===== src/rtl/reg_wb.sv =====
// Writeback stage: registers ALU results, waits for load data and extends it, and counts retired writes.
// Optional `WB_FWD_EN adds a combinational bypass of the write scheduled for the next cycle.
module reg_wb (
    input  logic        clk,
    input  logic        rst,
    input  logic        in_valid,
    output logic        in_ready,
    input  logic [4:0]  in_rd,
    input  logic        in_wen,
    input  logic        in_is_load,
    input  logic [2:0]  in_funct3,
    input  logic [31:0] in_alu_result,
    input  logic        dmem_rvalid,
    input  logic [31:0] dmem_rdata,
    output logic [4:0]  reg_waddr_o,
    output logic [31:0] reg_wdata_o,
    output logic        reg_wen_o,
    output logic        busy_o,
    output logic [31:0] retire_cnt_o
`ifdef WB_FWD_EN
    ,
    output logic        fwd_valid_o,
    output logic [4:0]  fwd_addr_o,
    output logic [31:0] fwd_data_o
`endif
);

    typedef enum logic {IDLE = 1'b0, WAIT_LOAD = 1'b1} state_t;

    state_t      state_q, state_d;
    logic [4:0]  ld_rd;
    logic        ld_wen;
    logic [2:0]  ld_f3;
    logic [1:0]  ld_off;
    logic        ld_cap;
    logic        wr_en;
    logic [4:0]  wr_addr;
    logic [31:0] wr_data;
    logic [31:0] shifted;
    logic [7:0]  ld_byte;
    logic [15:0] ld_half;
    logic [31:0] load_ext;

    assign in_ready = rst && (state_q == IDLE);
    assign busy_o   = (state_q == WAIT_LOAD);

    // Memory returns the aligned word; pick the lane using the captured address offset.
    assign shifted = dmem_rdata >> {ld_off, 3'b000};
    assign ld_byte = shifted[7:0];
    assign ld_half = ld_off[1] ? dmem_rdata[31:16] : dmem_rdata[15:0];

    always_comb begin
        case (ld_f3)
            3'b000:  load_ext = {{24{ld_byte[7]}}, ld_byte};
            3'b001:  load_ext = {{16{ld_half[15]}}, ld_half};
            3'b100:  load_ext = {24'b0, ld_byte};
            3'b101:  load_ext = {16'b0, ld_half};
            default: load_ext = dmem_rdata;
        endcase
    end

    always_ff @(posedge clk) begin
        if (!rst) state_q <= IDLE;
        else      state_q <= state_d;
    end

    always_comb begin
        state_d = state_q;
        wr_en   = 1'b0;
        wr_addr = in_rd;
        wr_data = in_alu_result;
        ld_cap  = 1'b0;
        case (state_q)
            IDLE: begin
                if (in_valid && in_ready) begin
                    if (in_is_load) begin
                        state_d = WAIT_LOAD;
                        ld_cap  = 1'b1;
                    end else begin
                        wr_en = in_wen && (in_rd != 5'd0);
                    end
                end
            end
            WAIT_LOAD: begin
                if (dmem_rvalid) begin
                    state_d = IDLE;
                    wr_en   = ld_wen && (ld_rd != 5'd0);
                    wr_addr = ld_rd;
                    wr_data = load_ext;
                end
            end
            default: state_d = IDLE;
        endcase
    end

    // Suppressed writes leave address/data holding the last committed write.
    always_ff @(posedge clk) begin
        if (!rst) begin
            reg_wen_o    <= 1'b0;
            reg_waddr_o  <= 5'd0;
            reg_wdata_o  <= 32'd0;
            retire_cnt_o <= 32'd0;
            ld_rd        <= 5'd0;
            ld_wen       <= 1'b0;
            ld_f3        <= 3'd0;
            ld_off       <= 2'd0;
        end else begin
            reg_wen_o    <= wr_en;
            retire_cnt_o <= retire_cnt_o + {31'd0, reg_wen_o};
            if (wr_en) begin
                reg_waddr_o <= wr_addr;
                reg_wdata_o <= wr_data;
            end
            if (ld_cap) begin
                ld_rd  <= in_rd;
                ld_wen <= in_wen;
                ld_f3  <= in_funct3;
                ld_off <= in_alu_result[1:0];
            end
        end
    end

`ifdef WB_FWD_EN
    assign fwd_valid_o = wr_en;
    assign fwd_addr_o  = wr_addr;
    assign fwd_data_o  = wr_data;
`endif

endmodule


===== config.mk =====
export PLATFORM = sky130hd
export DESIGN_NAME = reg_wb
export DESIGN_NICKNAME = d
export VERILOG_FILES = /design/src/rtl/reg_wb.sv
export SDC_FILE = /design/constraint.sdc
export NUM_CORES = 1
export LEC_CHECK = 0
export BUFFER_PORTS_ARGS = -buffer_cell sky130_fd_sc_hd__buf_2
export CORE_MARGIN = 4
export CORE_UTILIZATION = 50
export DETAILED_ROUTE_END_ITERATION = 10
export GPL_TIMING_DRIVEN = 1
export PLACE_DENSITY = 0.87
export SLEW_MARGIN = 20
export SYNTH_ARGS = -nofsm -noshare
export SYNTH_HDL_FRONTEND = slang
export SYNTH_SLANG_ARGS = --single-unit
export TNS_END_PERCENT = 100

===== constraint.sdc =====
create_clock -name clk -period 2.4 [get_ports clk]
set_clock_uncertainty 0.15 [all_clocks]
set_input_delay 0.24 -clock clk [delete_from_list [all_inputs] [get_ports clk]]
set_output_delay 0.24 -clock clk [all_outputs]
set_load 0.02 [all_outputs]

==> impl_results.md <==
- Total grt overflow: 0
- Clock-pin slew on the worst setup and hold paths: 0.10 ns
- Skew-Pair Late Insertion Delay: 0.34 ns
- Worst slew pin tran: 0.694 ns
- Fmax: 440 MHz
- RSZ-0062 raised after global routing: no
- Leakage dissipation: 0.00239 µW
- Mapped Nets: 585
- Hold Crit Class: primary input to flop
- Syn_area_per_cell: 8.25 µm²
- Synth cell types: 47
- Core Area: 0.00818 mm²
- Number of synthesized flops with an enable pin: 0
- Area Overhead vs Synth: 25.7%
- PD cells: 506 mW/mm²
- Final Wtd Congestion: 0.926
- Pin count of the biggest net entering global routing: 86
- Synth Register Bits: 82
- Arrival @ worst endpoint: 2.40 ns
- Num CTS Buffers: 9
- Ys async rst share: 0
- Crit Path Category: flop to flop
- Die H: 99.3 µm
- WL/cell: 16.7 µm
- Total Routing Usage GR: 0.248
- Global-route wire length before repair: 20.0 mm
- # rows: 33
- Die W: 99.3 µm
- Detailed Place HPWL: 9.57 mm
- Max-slew violations: 0
- Layout Cell Area excl Fill: 0.00524 mm²
- Clock Tree Root: clkbuf_8
- Share of cells above drive strength 1: 0.288
- Routed vias/inst: 5.78
- Slew headroom: 0.537
- Fin. Hold Viols: 0
- Nets: 728
- Max-cap violations: 0
- Die area: 0.00986 mm²
- Mapped Cells: 505
- Total power draw: 2650 µW
- Cell Area, Synth: 0.00417 mm²
- Vias in the first global route: 4028
- PortBufs: 149
- Met2 wire len: 6.20 mm
- Met3 routed WL: 846 µm
- Part of the cycle the worst path needs: 0.947
- Antenna violations before repair: 1
- H-tree Lvls: 3
- Starting DRC count in detailed routing: 269
- Peak VDD IR: 0.284 mV
- Dpl cell area: 0.00497 mm²
- Max clock buf depth: 2
- Run status: finished clean
- I/O pin cnt: 150
- Sequential cell area fraction in the yosys report: 0.394
- Postcts setup bufs: 0
- Final setup viols: 0
- Ys flop type: dfxtp_1
- Crit. End Element: flop
- Max Used Layer: met4
- Initial Util: 0.510
- CP peak stage delay: 0.68 ns
- Min Tclk post-route: 2.27 ns
- CP Launch Type: flop
- CTS tree: yes
- Critical path data required time: 2.53 ns
- CP max stage cell: or4_1
- Vias: 4384
- Crit path cell chain: nand4_2, or4_1, or3_1, nor3_2, mux2i_1
- Number of clock sinks: 82
- Wirelength, routed: 12.7 mm
- Post-Route M1 WL: 5.26 mm
- Synth warnings: 0
- Flop2flop setup slack: 0.13 ns
- Dpl cells: 734
- Drc violations: 0
- Cts hold-fix bufs: 8
- Crit path max fanout: 8
- Resize count post-CTS: 0
- Pre-Repair DR Iteration Count: 5
- Setup TNS: 0 ns
- Final std cells w/o fill: 759
- Detail Route Antenna Nets: 0
-- layout make-up --
cell class | instances | area [µm²]
fill | 728 | 2940
multi-input combinational | 379 | 2330
sequential | 82 | 1640
timing repair buffer | 170 | 923
tap | 105 | 131
clock buffer | 9 | 124
clock inverter | 7 | 58.8
inverter | 6 | 22.5
antenna | 1 | 2.50
-- layer usage --
layer / track usage / vias to the layer above
met3: 0.0379 / 30
met5: 0 / -
li1: - / 2092
met1: 0.322 / 2068
met4: 0.101 / 0
met2: 0.414 / 194
-- worst max-delay path, delay by kind of cell, from the launching register on --
kind          cells  cell delay (ns)
simple gates      4             1.43
flops             1             0.43
mux               1             0.19
-- state kept, by name, summed over array words and instances, names as in the netlist --
name,count
reg_wen_o,1
ld_f3,3
busy_o,1
ld_rd,5
ld_wen,1
reg_waddr_o,5
ld_off,2
retire_cnt_o,32
reg_wdata_o,32
-- per-stage QoR --
stage / util / setup WS [ns] / hold slack [ns]
2_1_floorplan: - / 0.164 / 0.233
3_3_place_gp: 0.608 / 0.241 / 0.292
3_5_place_dp: 0.608 / 0.158 / 0.303
4_1_cts: 0.640 / 0.129 / 0.00403
5_1_grt: 0.641 / 0.0390 / 0.00973
6_report: 0.641 / 0.126 / 0.0129
-- power breakdown --
group | total [µW] | internal (µW) | leakage (µW) | switching, µW
sequential | 1410 | 1390 | 0.000663 | 19.6
clock | 940 | 395 | 0.0000925 | 545
combinational | 307 | 125 | 0.00164 | 182
total | 2650 | 1910 | 0.00239 | 747
-- synthesized netlist by cell type (all sizes together), types with 8 or more instances --
library cell / instances / area (µm²)
nor2: 17 / 63.8
a32o: 8 / 80.1
dfxtp: 82 / 1640
a21oi: 16 / 80.1
mux2i: 11 / 110
clkbuf: 33 / 124
and2: 30 / 188
a21boi: 24 / 180
nand3: 33 / 165
xnor2: 13 / 114
xor2: 11 / 96.3
o21ai: 29 / 145
nand2: 86 / 323
a31oi: 18 / 143
-- cells in the final DEF, fill, tap and decap left out, types with 5 or more instances in the layout --
cell type and n:
buf_2 149, nand2_1 86, dfxtp_1 82, nand3_1 33
and2_1 30, o21ai_0 28, a21boi_0 21, nor2_1 17
a21oi_1 16, a31oi_1 16, xnor2_1 13, buf_4 13
mux2i_1 11, xor2_1 11, clkbuf_8 9, a32o_1 8
dlygate4sd3_1 8, nor2b_1 7, a22oi_1 7, o221ai_1 7
a32oi_1 7, inv_1 6, nor4_1 6, nand4_1 5
o211a_1 5
-- final timing paths --
check                                from  depth (start not counted)                            to
min reg2reg  reg_wdata_o[10]$_SDFFE_PN0P_                          2  reg_wdata_o[10]$_SDFFE_PN0P_
min                     in_alu_result[22]                          3  reg_wdata_o[22]$_SDFFE_PN0P_
max            retire_cnt_o[4]$_SDFF_PN0_                          5   retire_cnt_o[31]$_SDFF_PN0_
max reg2reg    retire_cnt_o[4]$_SDFF_PN0_                          5   retire_cnt_o[31]$_SDFF_PN0_
-- kinds of logic after synthesis --
| family | count (synthesis) | synth area share |
|---|---|---|
| AOI/OAI and AO/OA | 130 | 0.223 |
| xor gates and xnor gates | 24 | 0.0505 |
| adders and majority gates | 2 | 0.00601 |
| buffers and inverters | 44 | 0.0456 |
| DFF | 82 | 0.394 |
| muxes | 11 | 0.0264 |
| and+or+nand+nor | 212 | 0.254 |
No activity file was read; power rests on OpenSTA's default activity.
